==> config.mk <==
export PLATFORM = sky130hd
export DESIGN_NAME = pipeline_stall_ctrl_flat
export DESIGN_NICKNAME = d
export VERILOG_FILES = /design/src/rtl/pipeline_stall_ctrl_pkg.sv /design/src/rtl/pipeline_stall_ctrl_if.sv /design/src/rtl/pipeline_stall_ctrl_load_use.sv /design/src/rtl/pipeline_stall_ctrl.sv /design/src/flat_wrapper.sv
export SDC_FILE = /design/constraint.sdc
export NUM_CORES = 1
export LEC_CHECK = 0
export ABC_CLOCK_PERIOD_IN_PS = 2900
export BUFFER_PORTS_ARGS = -buffer_cell sky130_fd_sc_hd__buf_2
export CAP_MARGIN = 20
export CORE_MARGIN = 10
export CORE_UTILIZATION = 40
export DETAILED_ROUTE_END_ITERATION = 12
export GPL_ROUTABILITY_DRIVEN = 0
export PLACE_DENSITY_LB_ADDON = 0.12
export SYNTH_ARGS = -nofsm -noshare
export SYNTH_HDL_FRONTEND = slang
export SYNTH_SLANG_ARGS = --single-unit
==> constraint.sdc <==
create_clock -name clk -period 2.9 [get_ports clk]
set_input_delay 0.58 -clock clk [delete_from_list [all_inputs] [get_ports clk]]
set_output_delay 0.58 -clock clk [all_outputs]
set_load 0.005 [all_outputs]
==> src/rtl/pipeline_stall_ctrl_pkg.sv <==
// Shared types and constants for the pipeline stall/flush sequencer.
package pipe_ctrl_pkg;

    typedef enum logic [1:0] {
        RUN      = 2'd0,
        MEM_WAIT = 2'd1,
        ERROR    = 2'd2
    } state_t;

    localparam logic [4:0] REG_X0 = 5'd0;

    localparam int RS1_LSB = 15;
    localparam int RS1_MSB = 19;
    localparam int RS2_LSB = 20;
    localparam int RS2_MSB = 24;

    typedef struct packed {
        logic pc_en;
        logic ifid_en;
        logic ifid_flush;
        logic idex_en;
        logic idex_flush;
        logic exmem_en;
        logic memwb_en;
    } ctrl_t;

    localparam ctrl_t CTRL_FREEZE = 7'b000_0000;
    localparam ctrl_t CTRL_RESET  = 7'b001_0100;
    localparam ctrl_t CTRL_BRANCH = 7'b111_1111;
    localparam ctrl_t CTRL_BUBBLE = 7'b000_1111;
    localparam ctrl_t CTRL_NORMAL = 7'b110_1011;

    // x0 is hardwired to zero, so it can never carry a real dependency
    function automatic logic reg_match(input logic [4:0] rd, input logic [4:0] rs);
        reg_match = (rd != REG_X0) && (rd == rs);
    endfunction

endpackage

==> src/rtl/pipeline_stall_ctrl_if.sv <==
// Hazard inputs and stage-control outputs between the pipeline and the stall sequencer.
interface pipeline_stall_ctrl_if #(
    parameter int CNT_W = 16
);
    logic [4:0]       id_rs1;
    logic [4:0]       id_rs2;
    logic [4:0]       ex_rd;
    logic             ex_mem_read;
    logic             ex_branch_taken;
    logic             mem_req;
    logic             mem_ready;
    logic             pc_en;
    logic             ifid_en;
    logic             ifid_flush;
    logic             idex_en;
    logic             idex_flush;
    logic             exmem_en;
    logic             memwb_en;
    logic             mem_error;
    logic [CNT_W-1:0] stall_cycles;
    logic [CNT_W-1:0] flush_events;

    modport master (
        output id_rs1, id_rs2, ex_rd, ex_mem_read, ex_branch_taken, mem_req, mem_ready,
        input  pc_en, ifid_en, ifid_flush, idex_en, idex_flush, exmem_en, memwb_en,
        input  mem_error, stall_cycles, flush_events
    );

    modport slave (
        input  id_rs1, id_rs2, ex_rd, ex_mem_read, ex_branch_taken, mem_req, mem_ready,
        output pc_en, ifid_en, ifid_flush, idex_en, idex_flush, exmem_en, memwb_en,
        output mem_error, stall_cycles, flush_events
    );
endinterface

==> src/rtl/pipeline_stall_ctrl_load_use.sv <==
// Detects a load in EX whose destination feeds either source of the instruction in ID.
module load_use_detect
    import pipe_ctrl_pkg::*;
(
    input  logic       ex_mem_read,
    input  logic [4:0] ex_rd,
    input  logic [4:0] id_rs1,
    input  logic [4:0] id_rs2,
    output logic       load_use
);

    assign load_use = ex_mem_read & (reg_match(ex_rd, id_rs1) | reg_match(ex_rd, id_rs2));

endmodule

==> src/rtl/pipeline_stall_ctrl.sv <==
// Stall/flush sequencer: merges load-use, taken-branch and data-memory wait conditions
// into per-stage enables, with a memory timeout and saturating performance counters.
module pipeline_stall_ctrl
    import pipe_ctrl_pkg::*;
#(
    parameter int MEM_TIMEOUT = 15,
    parameter int CNT_W       = 16
) (
    input  logic                 clk,
    input  logic                 rst,
    pipeline_stall_ctrl_if.slave bus
);

    localparam int WC_W = $clog2(MEM_TIMEOUT + 1);
    localparam logic [WC_W-1:0]  WAIT_LAST = WC_W'(MEM_TIMEOUT - 1);
    localparam logic [CNT_W-1:0] CNT_MAX   = {CNT_W{1'b1}};

    state_t           state_r;
    state_t           state_next_s;
    logic [WC_W-1:0]  wait_cnt_r;
    logic [WC_W-1:0]  wait_cnt_next_s;
    logic [CNT_W-1:0] stall_cycles_r;
    logic [CNT_W-1:0] flush_events_r;
    logic             mem_error_r;
    logic             load_use_s;
    logic             mem_miss_s;
    logic             advance_s;
    logic             stall_inc_s;
    logic             flush_inc_s;
    ctrl_t            dec_s;
    ctrl_t            ctrl_s;

    load_use_detect u_load_use (
        .ex_mem_read (bus.ex_mem_read),
        .ex_rd       (bus.ex_rd),
        .id_rs1      (bus.id_rs1),
        .id_rs2      (bus.id_rs2),
        .load_use    (load_use_s)
    );

    assign mem_miss_s = bus.mem_req & ~bus.mem_ready;

    // Next-state, wait counter and stage-control decode
    always_comb begin
        state_next_s    = state_r;
        wait_cnt_next_s = wait_cnt_r;
        advance_s       = 1'b0;
        stall_inc_s     = 1'b0;
        flush_inc_s     = 1'b0;
        dec_s           = CTRL_FREEZE;
        case (state_r)
            RUN: begin
                if (mem_miss_s) begin
                    state_next_s    = MEM_WAIT;
                    wait_cnt_next_s = {WC_W{1'b0}};
                    stall_inc_s     = 1'b1;
                end else begin
                    advance_s = 1'b1;
                end
            end
            MEM_WAIT: begin
                if (bus.mem_ready) begin
                    state_next_s = RUN;
                    advance_s    = 1'b1;
                end else begin
                    stall_inc_s     = 1'b1;
                    wait_cnt_next_s = wait_cnt_r + WC_W'(1);
                    if (wait_cnt_r == WAIT_LAST) begin
                        state_next_s = ERROR;
                    end else begin
                        state_next_s = MEM_WAIT;
                    end
                end
            end
            ERROR: begin
                state_next_s = ERROR;
            end
            default: begin
                state_next_s    = RUN;
                wait_cnt_next_s = {WC_W{1'b0}};
            end
        endcase
        // A taken branch squashes the ID instruction, so its load-use hazard is moot
        if (advance_s && bus.ex_branch_taken) begin
            dec_s       = CTRL_BRANCH;
            flush_inc_s = 1'b1;
        end else if (advance_s && load_use_s) begin
            dec_s       = CTRL_BUBBLE;
            stall_inc_s = 1'b1;
        end else if (advance_s) begin
            dec_s = CTRL_NORMAL;
        end else begin
            dec_s = CTRL_FREEZE;
        end
    end

    // Reset overrides the decoded controls while it is held
    always_comb begin
        ctrl_s = dec_s;
        if (rst) begin
            ctrl_s = CTRL_RESET;
        end else begin
            ctrl_s = dec_s;
        end
    end

    // State, wait counter, sticky error and saturating performance counters
    always_ff @(posedge clk) begin
        if (rst) begin
            state_r        <= RUN;
            wait_cnt_r     <= {WC_W{1'b0}};
            stall_cycles_r <= {CNT_W{1'b0}};
            flush_events_r <= {CNT_W{1'b0}};
            mem_error_r    <= 1'b0;
        end else begin
            state_r     <= state_next_s;
            wait_cnt_r  <= wait_cnt_next_s;
            mem_error_r <= mem_error_r | (state_next_s == ERROR);
            if (stall_inc_s && (stall_cycles_r != CNT_MAX)) begin
                stall_cycles_r <= stall_cycles_r + CNT_W'(1);
            end
            if (flush_inc_s && (flush_events_r != CNT_MAX)) begin
                flush_events_r <= flush_events_r + CNT_W'(1);
            end
        end
    end

    assign bus.pc_en        = ctrl_s.pc_en;
    assign bus.ifid_en      = ctrl_s.ifid_en;
    assign bus.ifid_flush   = ctrl_s.ifid_flush;
    assign bus.idex_en      = ctrl_s.idex_en;
    assign bus.idex_flush   = ctrl_s.idex_flush;
    assign bus.exmem_en     = ctrl_s.exmem_en;
    assign bus.memwb_en     = ctrl_s.memwb_en;
    assign bus.mem_error    = mem_error_r;
    assign bus.stall_cycles = stall_cycles_r;
    assign bus.flush_events = flush_events_r;

endmodule

==> src/flat_wrapper.sv <==
// flat-port wrapper written by rule: the top's interface ports become plain ports
module pipeline_stall_ctrl_flat import pipe_ctrl_pkg::*;
#(
    parameter int MEM_TIMEOUT = 15,
    parameter int CNT_W       = 16
)
  (clk, rst, bus_id_rs1, bus_id_rs2, bus_ex_rd, bus_ex_mem_read, bus_ex_branch_taken, bus_mem_req, bus_mem_ready, bus_pc_en, bus_ifid_en, bus_ifid_flush, bus_idex_en, bus_idex_flush, bus_exmem_en, bus_memwb_en, bus_mem_error, bus_stall_cycles, bus_flush_events);
  pipeline_stall_ctrl_if #(.CNT_W(CNT_W)) bus_i ();
  input  logic clk;
  input  logic rst;
  input wire logic [$bits(bus_i.id_rs1)-1:0] bus_id_rs1;
  input wire logic [$bits(bus_i.id_rs2)-1:0] bus_id_rs2;
  input wire logic [$bits(bus_i.ex_rd)-1:0] bus_ex_rd;
  input wire logic [$bits(bus_i.ex_mem_read)-1:0] bus_ex_mem_read;
  input wire logic [$bits(bus_i.ex_branch_taken)-1:0] bus_ex_branch_taken;
  input wire logic [$bits(bus_i.mem_req)-1:0] bus_mem_req;
  input wire logic [$bits(bus_i.mem_ready)-1:0] bus_mem_ready;
  output wire logic [$bits(bus_i.pc_en)-1:0] bus_pc_en;
  output wire logic [$bits(bus_i.ifid_en)-1:0] bus_ifid_en;
  output wire logic [$bits(bus_i.ifid_flush)-1:0] bus_ifid_flush;
  output wire logic [$bits(bus_i.idex_en)-1:0] bus_idex_en;
  output wire logic [$bits(bus_i.idex_flush)-1:0] bus_idex_flush;
  output wire logic [$bits(bus_i.exmem_en)-1:0] bus_exmem_en;
  output wire logic [$bits(bus_i.memwb_en)-1:0] bus_memwb_en;
  output wire logic [$bits(bus_i.mem_error)-1:0] bus_mem_error;
  output wire logic [$bits(bus_i.stall_cycles)-1:0] bus_stall_cycles;
  output wire logic [$bits(bus_i.flush_events)-1:0] bus_flush_events;
  assign bus_i.id_rs1 = bus_id_rs1;
  assign bus_i.id_rs2 = bus_id_rs2;
  assign bus_i.ex_rd = bus_ex_rd;
  assign bus_i.ex_mem_read = bus_ex_mem_read;
  assign bus_i.ex_branch_taken = bus_ex_branch_taken;
  assign bus_i.mem_req = bus_mem_req;
  assign bus_i.mem_ready = bus_mem_ready;
  assign bus_pc_en = bus_i.pc_en;
  assign bus_ifid_en = bus_i.ifid_en;
  assign bus_ifid_flush = bus_i.ifid_flush;
  assign bus_idex_en = bus_i.idex_en;
  assign bus_idex_flush = bus_i.idex_flush;
  assign bus_exmem_en = bus_i.exmem_en;
  assign bus_memwb_en = bus_i.memwb_en;
  assign bus_mem_error = bus_i.mem_error;
  assign bus_stall_cycles = bus_i.stall_cycles;
  assign bus_flush_events = bus_i.flush_events;
  pipeline_stall_ctrl #(.MEM_TIMEOUT(MEM_TIMEOUT), .CNT_W(CNT_W)) u_core (.clk(clk), .rst(rst), .bus(bus_i));
endmodule
## Yosys cells after proc, flatten, opt, wreduce, memory -nomap -nowiden

Index checks and enable logic that the tools add are counted.

| operators by class | value |
|---|---|
| $add $sub $neg | 3 |
| equal/unequal tests | 10 |
| multiplexer cells | 20 |
| bitwise gates (word level) | 6 |
| reductions and logical operators | 9 |

Operators with widths:

| kind | number |
|---|---|
| $add A16 B1 Y16 const B | 2 |
| $ne A16 B16 Y1 const B | 2 |
| $mux W7 | 4 |
| $pmux W4 S3 | 1 |
| $eq A5 B5 Y1 | 2 |
| $mux W4 | 2 |
| $mux W1 | 7 |
| $logic_and A1 B1 Y1 | 6 |
| $mux W2 | 3 |
| $pmux W2 S3 | 1 |
| $reduce_bool A5 Y1 | 1 |
| $add A4 B1 Y4 const B | 1 |
| $eq A2 B2 Y1 const B | 2 |
| $eq A4 B4 Y1 const B | 1 |
| $pmux W1 S2 | 2 |
| $reduce_and A3 Y1 | 1 |
| $and A1 B1 Y1 | 2 |
| $eq A2 B1 Y1 const B | 1 |
| $logic_not A2 Y1 | 1 |
| $ne A2 B1 Y1 const B | 1 |
| $ne A2 B2 Y1 const B | 1 |
| $not A1 Y1 | 2 |
| $or A1 B1 Y1 | 2 |

| word-level totals | value |
|---|---|
| register bits | 39 |
| input bits | 21 |
| output and inout bits | 40 |
| logic and storage cells | 53 |

## Depth between registers and ports, before layout

Gate-level depths: netlist of the first run.

| depth | value |
|---|---|
| word-level depth | 8 |
| mapped depth | 7 |
| mapped depth without buffers | 7 |

## By module

A second synthesis of the first run with hierarchy kept.

| unflattened totals | value |
|---|---|
| cell total of the unflattened synthesis | 274 |
| area total of the unflattened synthesis | 2333.5 µm² |

By module, submodules not included:

| module | times used | cells each | area an instance (µm²) | seq. area each (µm²) |
|---|---|---|---|---|
| pipeline_stall_ctrl | 1 | 257 | 2208.4 | 780.7 |
| load_use_detect | 1 | 17 | 125.1 | 0.0 |

## Worst setup path after synthesis of the first run

Ideal clock, no wire load.

| timing path | value |
|---|---|
| path kind | input-to-reg |
| start point | in bus_ex_rd[2] |
| end point | reg u_core.stall_cycles_r[5] (netlist: u_core.bus.stall_cycles[5]) |
| setup time | 0.121 ns |
| arrival time | 2.155 ns |
| data required time | 2.779 ns |
| slack | 0.624 ns |
| stages | 7 |
| buffers on the path | 1 |
| path through | xor2_1 -> nor3_2 -> a22oi_1 -> o41a_1 -> buf_2 -> nor4b_1 -> mux2_2 |

| on the way | value |
|---|---|
| cells in the longest elaborated chain, start to end | 8 |
| elaborated cells on any way between the ends | 11 |
| classes of those cells | eq/ne (2); mux (2); bitwise (2); reduce/logical (5) |

Ends and longest elaborated chain:

| element | line | source |
|---|---|---|
| start, declared | flat_wrapper.sv:13 | `input wire logic [$bits(bus_i.ex_rd)-1:0] bus_ex_rd;` |
| $eq A5 B5 Y1 or $reduce_bool A5 Y1 (tied branches) | pipeline_stall_ctrl_pkg.sv:35 | `reg_match = (rd != REG_X0) && (rd == rs);` |
| $logic_and A1 B1 Y1 | pipeline_stall_ctrl_pkg.sv:35 |  |
| $or A1 B1 Y1 * | pipeline_stall_ctrl_load_use.sv:12 | `assign load_use = ex_mem_read & (reg_match(ex_rd, id_rs1) \| reg_match(ex_rd, id_rs2));` |
| $and A1 B1 Y1 * | pipeline_stall_ctrl_load_use.sv:12 |  |
| $logic_and A1 B1 Y1 * | pipeline_stall_ctrl.sv:87 | `end else if (advance_s && load_use_s) begin` |
| $mux W1 * | pipeline_stall_ctrl.sv:87 |  |
| $mux W1 * | pipeline_stall_ctrl.sv:84 | `if (advance_s && bus.ex_branch_taken) begin` |
| $logic_and A1 B1 Y1 * | pipeline_stall_ctrl.sv:119 | `if (stall_inc_s && (stall_cycles_r != CNT_MAX)) begin` |
| end signal, assigned | pipeline_stall_ctrl.sv:112 | `stall_cycles_r <= {CNT_W{1'b0}};` |
| end signal, assigned | pipeline_stall_ctrl.sv:120 | `stall_cycles_r <= stall_cycles_r + CNT_W'(1);` |
| end, declared | pipeline_stall_ctrl.sv:22 | `logic [CNT_W-1:0] stall_cycles_r;` |

Every way passes the cells marked *; elsewhere a longest branch is shown, timed or not.
A chain may end at the register's enable or synchronous reset.

## Worst setup path in the final report of the first run

| timing path | value |
|---|---|
| start point | in bus_ex_rd[2] |
| end point | reg u_core.stall_cycles_r[15] (netlist: u_core.bus.stall_cycles[15]) |

Same word-level chain as after synthesis.

==> flow_summary.json, run 1 <==
{
  "synth_top_cell_area_share_pct": 36.5,
  "r2r_slack_ns": 0.79,
  "seq_area_frac_synth_pct": 36.5,
  "number_of_antenna_violations_at_the_first_check_in_global_routing": 0,
  "synth.area.top_cells": "sky130_fd_sc_hd__dfxtp_1 (37%), sky130_fd_sc_hd__nor2_1 (7.7%), sky130_fd_sc_hd__xor2_1 (6.6%), sky130_fd_sc_hd__a21oi_1 (4.4%), sky130_fd_sc_hd__mux2_2 (4.2%)",
  "grt_setup_unrepaired": "false",
  "syn-cell-area_um2": 2140,
  "run_status": "finished, final reports clean",
  "via_per_inst": 5.14,
  "pwr_density_cell_nw_per_um2": 392,
  "post_cts_resize_count": 0,
  "share_clk_of_total_power_pct": 35.4,
  "number_of_buffer_cells_added_on_primary_ports": 60,
  "max_slew_vio_count": 0,
  "worst_r2r_startpoint": "u_core.state_r[0]",
  "globalRouteOverflowTotal": 0,
  "synthToLayoutAreaGrowth_pct": 19.8,
  "min_period_over_period_pct": 83.4,
  "place_inst": 386,
  "multi_input_area_um2": 1260,
  "ys_ff_latch": 39,
  "clk_tree_root_cell": "sky130_fd_sc_hd__clkbuf_8",
  "num-nets-final": 348,
  "slew-limit-headroom_pct": 50.6,
  "worst_pin_slew_ns": 0.741,
  "start_kind": "input port",
  "final.setup.tns_ns": 0,
  "grt.total_usage_pct": 12.3,
  "dieWidth_um": 93.1,
  "hold_depth": 2,
  "critPathArrivalTime_ns": 2.60,
  "number_of_enable_type_register_cells_in_the_synthesized_netlist": 0,
  "sw_frac_of_total_pct": 25.1,
  "max-vdd-ir-drop_v": 0.000162,
  "wire_length_of_the_first_global_routing_pass_um": 8850,
  "synth_area_leader_cell": "sky130_fd_sc_hd__dfxtp_1",
  "critical_path_peak_fanout": 21,
  "grt_pass1_vias": 1891,
  "ff_latch_area_um2": 781,
  "post_cts.repair.setup_buffers": 0,
  "hpwl_um": 4050,
  "finClkSkew_ns": 0.00559,
  "num_antenna_cells": 0,
  "power.leakage_uw": 0.00102,
  "rr_endpoint": "u_core.bus.stall_cycles[10]",
  "floorplan.core_area_um2": 5140,
  "wl_per_cell_um": 13.6,
  "cts-buffers-inserted": 5,
  "synth.top_cells.by_count": "sky130_fd_sc_hd__nor2_1 (44), sky130_fd_sc_hd__dfxtp_1 (39), sky130_fd_sc_hd__a21oi_1 (19)",
  "dr.first_iter.drc_count": 83,
  "p_int_uw": 752,
  "holdWs_ns": 0.444,
  "yosysWarningCount": 0,
  "antenna_left": 0,
  "drtPass1Iterations": 4,
  "share_of_total_power_in_combinational_logic_pct": 9.9,
  "grt_max_degree": 48,
  "predominant_post_synthesis_flop_cell": "sky130_fd_sc_hd__dfxtp_1",
  "post_route_cells_drive_above_1_share_pct": 24.4,
  "p_switching_uw": 252,
  "worst_skew_pair.late_latency_ns": 0.29,
  "synthCells": 266,
  "design.die.area_um2": 8670,
  "nFillCells": 559,
  "clockBufferDepth": 2,
  "number_of_maximum_capacitance_constraint_violations": 0,
  "initial_utilization_pct": 41.6,
  "min_to": "u_core.bus.mem_error",
  "seqPwrFrac_pct": 54.7,
  "ys_types": 41,
  "core_rows": 26,
  "finalWirelength_um": 5360,
  "min_cycle_time_layout_ns": 2.42,
  "post_layout_nonfiller_instances": 394,
  "post_synthesis_async_set_or_reset_flop_share_pct": 0,
  "timing.reg2reg.worst_path_depth": 5,
  "htree_num_levels": 2,
  "crit_path_end_kind": "register",
  "worst-endpoint-required_ns": 3.08,
  "tritoncts": "done",
  "worstSetupPathType": "input port to register",
  "min-delay-start": "u_core.bus.mem_error",
  "ioPinCount": 61,
  "clock_sinks": 39,
  "drc": 0,
  "maxClockFrequency_ghz": 0.413,
  "syn-num-nets": 291,
  "cts.reportedPaths.clkPinSlew_ns": 0.08,
  "hold_path_class": "register to register",
  "synth.most_common_cell": "sky130_fd_sc_hd__nor2_1",
  "count_of_hold_fix_buffers_inserted_at_cts": 0,
  "die-height_um": 93.1,
  "setup_viol_count_final": 0,
  "route.vias.total": 2024,
  "report.final.hold_viol_count": 0,
  "synthesis.area_per_instance_um2": 8.03
}
[routing by layer]
metal  track usage, %  share of wire, %  vias up
met4             3.86               1.0        0
li1                 -                 -     1052
met3             4.80               7.7        6
met1             14.2                44      914
met5                0                 0        -
met2             20.3                47       52
[cell type report]
type                       count  share of cell area, %
inverter                      10                   1.47
multi-input combinational    205                   49.1
sequential                    39                   30.5
timing repair buffer          62                   12.3
clock buffer                   7                   2.98
clock inverter                 1                  0.195
tap                           70                   3.42
[kinds of logic (layout without fill, tap and decap cells)]
family	after synthesis	count (layout)	share of synthesized area [%]
flops	39	39	36.5
buf+inv	22	80	4.57
fa+ha+maj	4	4	2.34
mux	10	10	5.21
compound gates	42	42	12.1
xor+xnor	23	23	9.43
simple gates	126	126	29.9
[critical path: stages]
cell and delay, ns:
sky130_fd_sc_hd__buf_2 0.12, sky130_fd_sc_hd__xor2_1 0.17, sky130_fd_sc_hd__nor3_2 0.17, sky130_fd_sc_hd__a22oi_1 0.13, sky130_fd_sc_hd__o41a_1 0.61, sky130_fd_sc_hd__nor4_1 0.44
sky130_fd_sc_hd__mux2_2 0.37
[power by group through the flow]
stage               Combinational [µW]  Sequential [µW]  Clock (µW)
global route                       112              550         393
finish                            99.2              549         355
detailed placement                 101              562           0
CTS                                101              549         370
floorplan                         61.6              561           0
global placement                  98.9              562           0
[layout by cell type (no fill, tap or decap), types with 2 or more instances in the layout]
cell and n:
sky130_fd_sc_hd__o21ai_0 8, sky130_fd_sc_hd__inv_1 10, sky130_fd_sc_hd__nor2_1 44, sky130_fd_sc_hd__nor3b_1 2
sky130_fd_sc_hd__nor4_1 6, sky130_fd_sc_hd__nor2b_1 8, sky130_fd_sc_hd__o21bai_1 3, sky130_fd_sc_hd__nand2_1 12
sky130_fd_sc_hd__or3_1 6, sky130_fd_sc_hd__xnor2_1 7, sky130_fd_sc_hd__dfxtp_1 39, sky130_fd_sc_hd__clkbuf_1 2
sky130_fd_sc_hd__and3_1 2, sky130_fd_sc_hd__ha_1 4, sky130_fd_sc_hd__or4_1 5, sky130_fd_sc_hd__a21oi_1 19
sky130_fd_sc_hd__buf_2 60, sky130_fd_sc_hd__nand3_1 14, sky130_fd_sc_hd__nor3_1 10, sky130_fd_sc_hd__xor2_1 16
sky130_fd_sc_hd__nor4b_1 2, sky130_fd_sc_hd__nand2b_1 2, sky130_fd_sc_hd__mux2_2 8, sky130_fd_sc_hd__nand4_1 9
sky130_fd_sc_hd__buf_4 2, sky130_fd_sc_hd__clkbuf_8 5, sky130_fd_sc_hd__o41ai_1 2, sky130_fd_sc_hd__o31ai_1 3
[stage by stage]
stage	util (%)	cell area [µm²]	setup slack [ns]	power, µW
3_5_place_dp	48.2	2480	0.160	662
5_1_grt	49.8	2560	0.368	1060
4_1_cts	49.8	2560	0.480	1020
6_report	49.8	2560	0.480	1000
2_1_floorplan	-	2140	0.624	622
3_3_place_gp	48.2	2480	0.236	661
[sequential cells by signal, indices dropped and copies added, names as in the netlist]
name,count
u_core.wait_cnt_r,4
u_core.bus.mem_error,1
u_core.state_r,2
u_core.bus.stall_cycles,16
u_core.bus.flush_events,16
[worst max path at each step]
stage                  from                     endpoint  slack [ns]
2_1_floorplan  bus_ex_rd[2]   u_core.bus.stall_cycles[5]        0.62
3_3_place_gp   bus_ex_rd[3]   u_core.bus.stall_cycles[5]        0.24
3_5_place_dp   bus_ex_rd[2]  u_core.bus.stall_cycles[15]        0.16
4_1_cts        bus_ex_rd[2]  u_core.bus.stall_cycles[15]        0.48
5_1_grt        bus_ex_rd[3]  u_core.bus.stall_cycles[15]        0.37
6_report       bus_ex_rd[2]  u_core.bus.stall_cycles[15]        0.48
(Power assumes the default switching activity.)
==> inputs of run 2 (changes only) <==
Settings changed: ABC_CLOCK_PERIOD_IN_PS 2900 to 2350.
Clock period 2.9 ns to 2.35 ns, I/O delays scaled along.
==> run 2 against run 1 <==
Sequential cell count did not move. Worst setup slack lost 0.37 ns. Clock skew is 0.0022 ns higher. Wire length rose by 2.7%. Clock power grew 28%. Critical path type is now input port to primary output. Critical endpoint is now bus_ifid_en. Largest cell class unchanged.
==> flow_summary.json, run 2 (synthesis results as in run 1) <==
{
  "globalRouteOverflowTotal": 0,
  "max_slew_vio_count": 0,
  "clk_tree_root_cell": "sky130_fd_sc_hd__clkbuf_8",
  "min_cycle_time_layout_ns": 2.24,
  "worst-endpoint-required_ns": 1.88,
  "run_status": "finished, final reports clean",
  "layout_commonest_cell": "sky130_fd_sc_hd__buf_2",
  "htree_num_levels": 2,
  "via_per_inst": 5.12,
  "cts-buffers-inserted": 5,
  "worst_skew_pair.late_latency_ns": 0.29,
  "worst_slack_ns": 0.110,
  "route.vias.total": 2046,
  "finalWirelength_um": 5510,
  "pre_cts_slack_ns": -0.0935,
  "hold_depth": 2,
  "critPathArrivalTime_ns": 1.77,
  "worstSetupPathType": "input port to primary output",
  "clock_sinks": 39,
  "grt.total_usage_pct": 12.7,
  "maxClockFrequency_ghz": 0.446,
  "post_cts.repair.setup_buffers": 0,
  "finClkSkew_ns": 0.00784,
  "max-vdd-ir-drop_v": 0.000243,
  "wl_per_cell_um": 13.8,
  "wire_length_of_the_first_global_routing_pass_um": 9180,
  "fin_total_pwr_uw": 1270,
  "antenna_left": 0,
  "drc": 0,
  "crit_path_end_kind": "primary output",
  "number_of_buffer_cells_added_on_primary_ports": 60,
  "multi_input_area_um2": 1270,
  "drtPass1Iterations": 4,
  "dr.first_iter.drc_count": 136,
  "dieWidth_um": 93.1,
  "number_of_antenna_violations_at_the_first_check_in_global_routing": 0,
  "pwr_density_cell_nw_per_um2": 484,
  "worst_pin_slew_ns": 0.483,
  "nFillCells": 547,
  "num-nets-final": 354,
  "cts.reportedPaths.clkPinSlew_ns": 0.08,
  "grt_setup_unrepaired": "false",
  "hpwl_um": 4170,
  "top_library_cells_by_usage_in_the_layout_fill_and_taps_aside": "sky130_fd_sc_hd__buf_2 (60), sky130_fd_sc_hd__nor2_1 (44), sky130_fd_sc_hd__dfxtp_1 (39)",
  "hold_path_class": "register to register",
  "number_of_maximum_capacitance_constraint_violations": 0,
  "min_period_over_period_pct": 95.3,
  "post-route-cell-area_um2": 2620,
  "setup_viol_count_final": 0,
  "holdWs_ns": 0.447,
  "clockBufferDepth": 2,
  "post_route_cells_drive_above_1_share_pct": 26.7,
  "timing.reg2reg.worst_path_depth": 7,
  "die-height_um": 93.1,
  "synthToLayoutAreaGrowth_pct": 22.7,
  "tritoncts": "done",
  "report.final.hold_viol_count": 0,
  "grt_max_degree": 48,
  "grt_pass1_vias": 1922,
  "num_antenna_cells": 0,
  "start_kind": "input port",
  "ioPinCount": 61,
  "placedInstanceArea_um2": 2520,
  "power.leakage_uw": 0.00105,
  "floorplan.core_area_um2": 5140,
  "design.die.area_um2": 8670,
  "ff_latch_area_um2": 781,
  "core_rows": 26,
  "slew-limit-headroom_pct": 67.8,
  "initial_utilization_pct": 41.6,
  "critical_path_peak_fanout": 3
}
run 2: stage by stage:
| stage | TNS, ns | cells | utilization [%] |
|---|---|---|---|
| floorplan | 0 | 266 | - |
| global placement | -0.0935 | 392 | 49.1 |
| detailed placement | -0.383 | 392 | 49.1 |
| CTS | 0 | 400 | 50.8 |
| global route | 0 | 400 | 51.0 |
| finish | 0 | 400 | 51.0 |
run 2: what timing repair did:
item | CTS | global route
resized for setup | 0 | 3
endpoints found under the hold margin | 0 | 0
setup endpoints to repair | 0 | 3
hold buffers | 0 | 0
run 2: area by class of cell:
class / count / share of cell area, %
Clock buffer: 6 / 2.77
Clock inverter: 2 / 0.477
Inverter: 10 / 1.43
Multi-Input combinational cell: 205 / 48.5
Sequential cell: 39 / 29.8
Tap cell: 70 / 3.34
Timing Repair Buffer: 68 / 13.7
run 2: metal layers:
metal	wire length [µm]	GRT usage [%]
met1	2560	15.6
met5	0	0
met2	2620	20.4
met4	29	3.86
met3	300	4.32
run 2: path summary, 6_finish.rpt:
check / from / end / slack [ns]
worst min register to register: u_core.bus.mem_error / u_core.bus.mem_error / 0.45
worst min-delay path: u_core.bus.mem_error / u_core.bus.mem_error / 0.45
worst max register to register: u_core.bus.stall_cycles[5] / u_core.bus.stall_cycles[10] / 0.30
worst max-delay path: bus_ex_rd[1] / bus_ifid_en / 0.11
run 2: report_power, final:
| group | internal (µW) | leakage [µW] | switching (µW) |
|---|---|---|---|
| clock | 208 | 0.0000412 | 248 |
| combinational | 60.2 | 0.000698 | 74.9 |
| sequential | 668 | 0.000315 | 9.63 |
run 2: worst max-delay path, cell delays in order:
cell                      delay, ns
sky130_fd_sc_hd__buf_2         0.12
sky130_fd_sc_hd__or4_1         0.53
sky130_fd_sc_hd__o21ai_1       0.23
sky130_fd_sc_hd__or2_4         0.18
sky130_fd_sc_hd__o21a_1        0.13
sky130_fd_sc_hd__buf_2         0.11
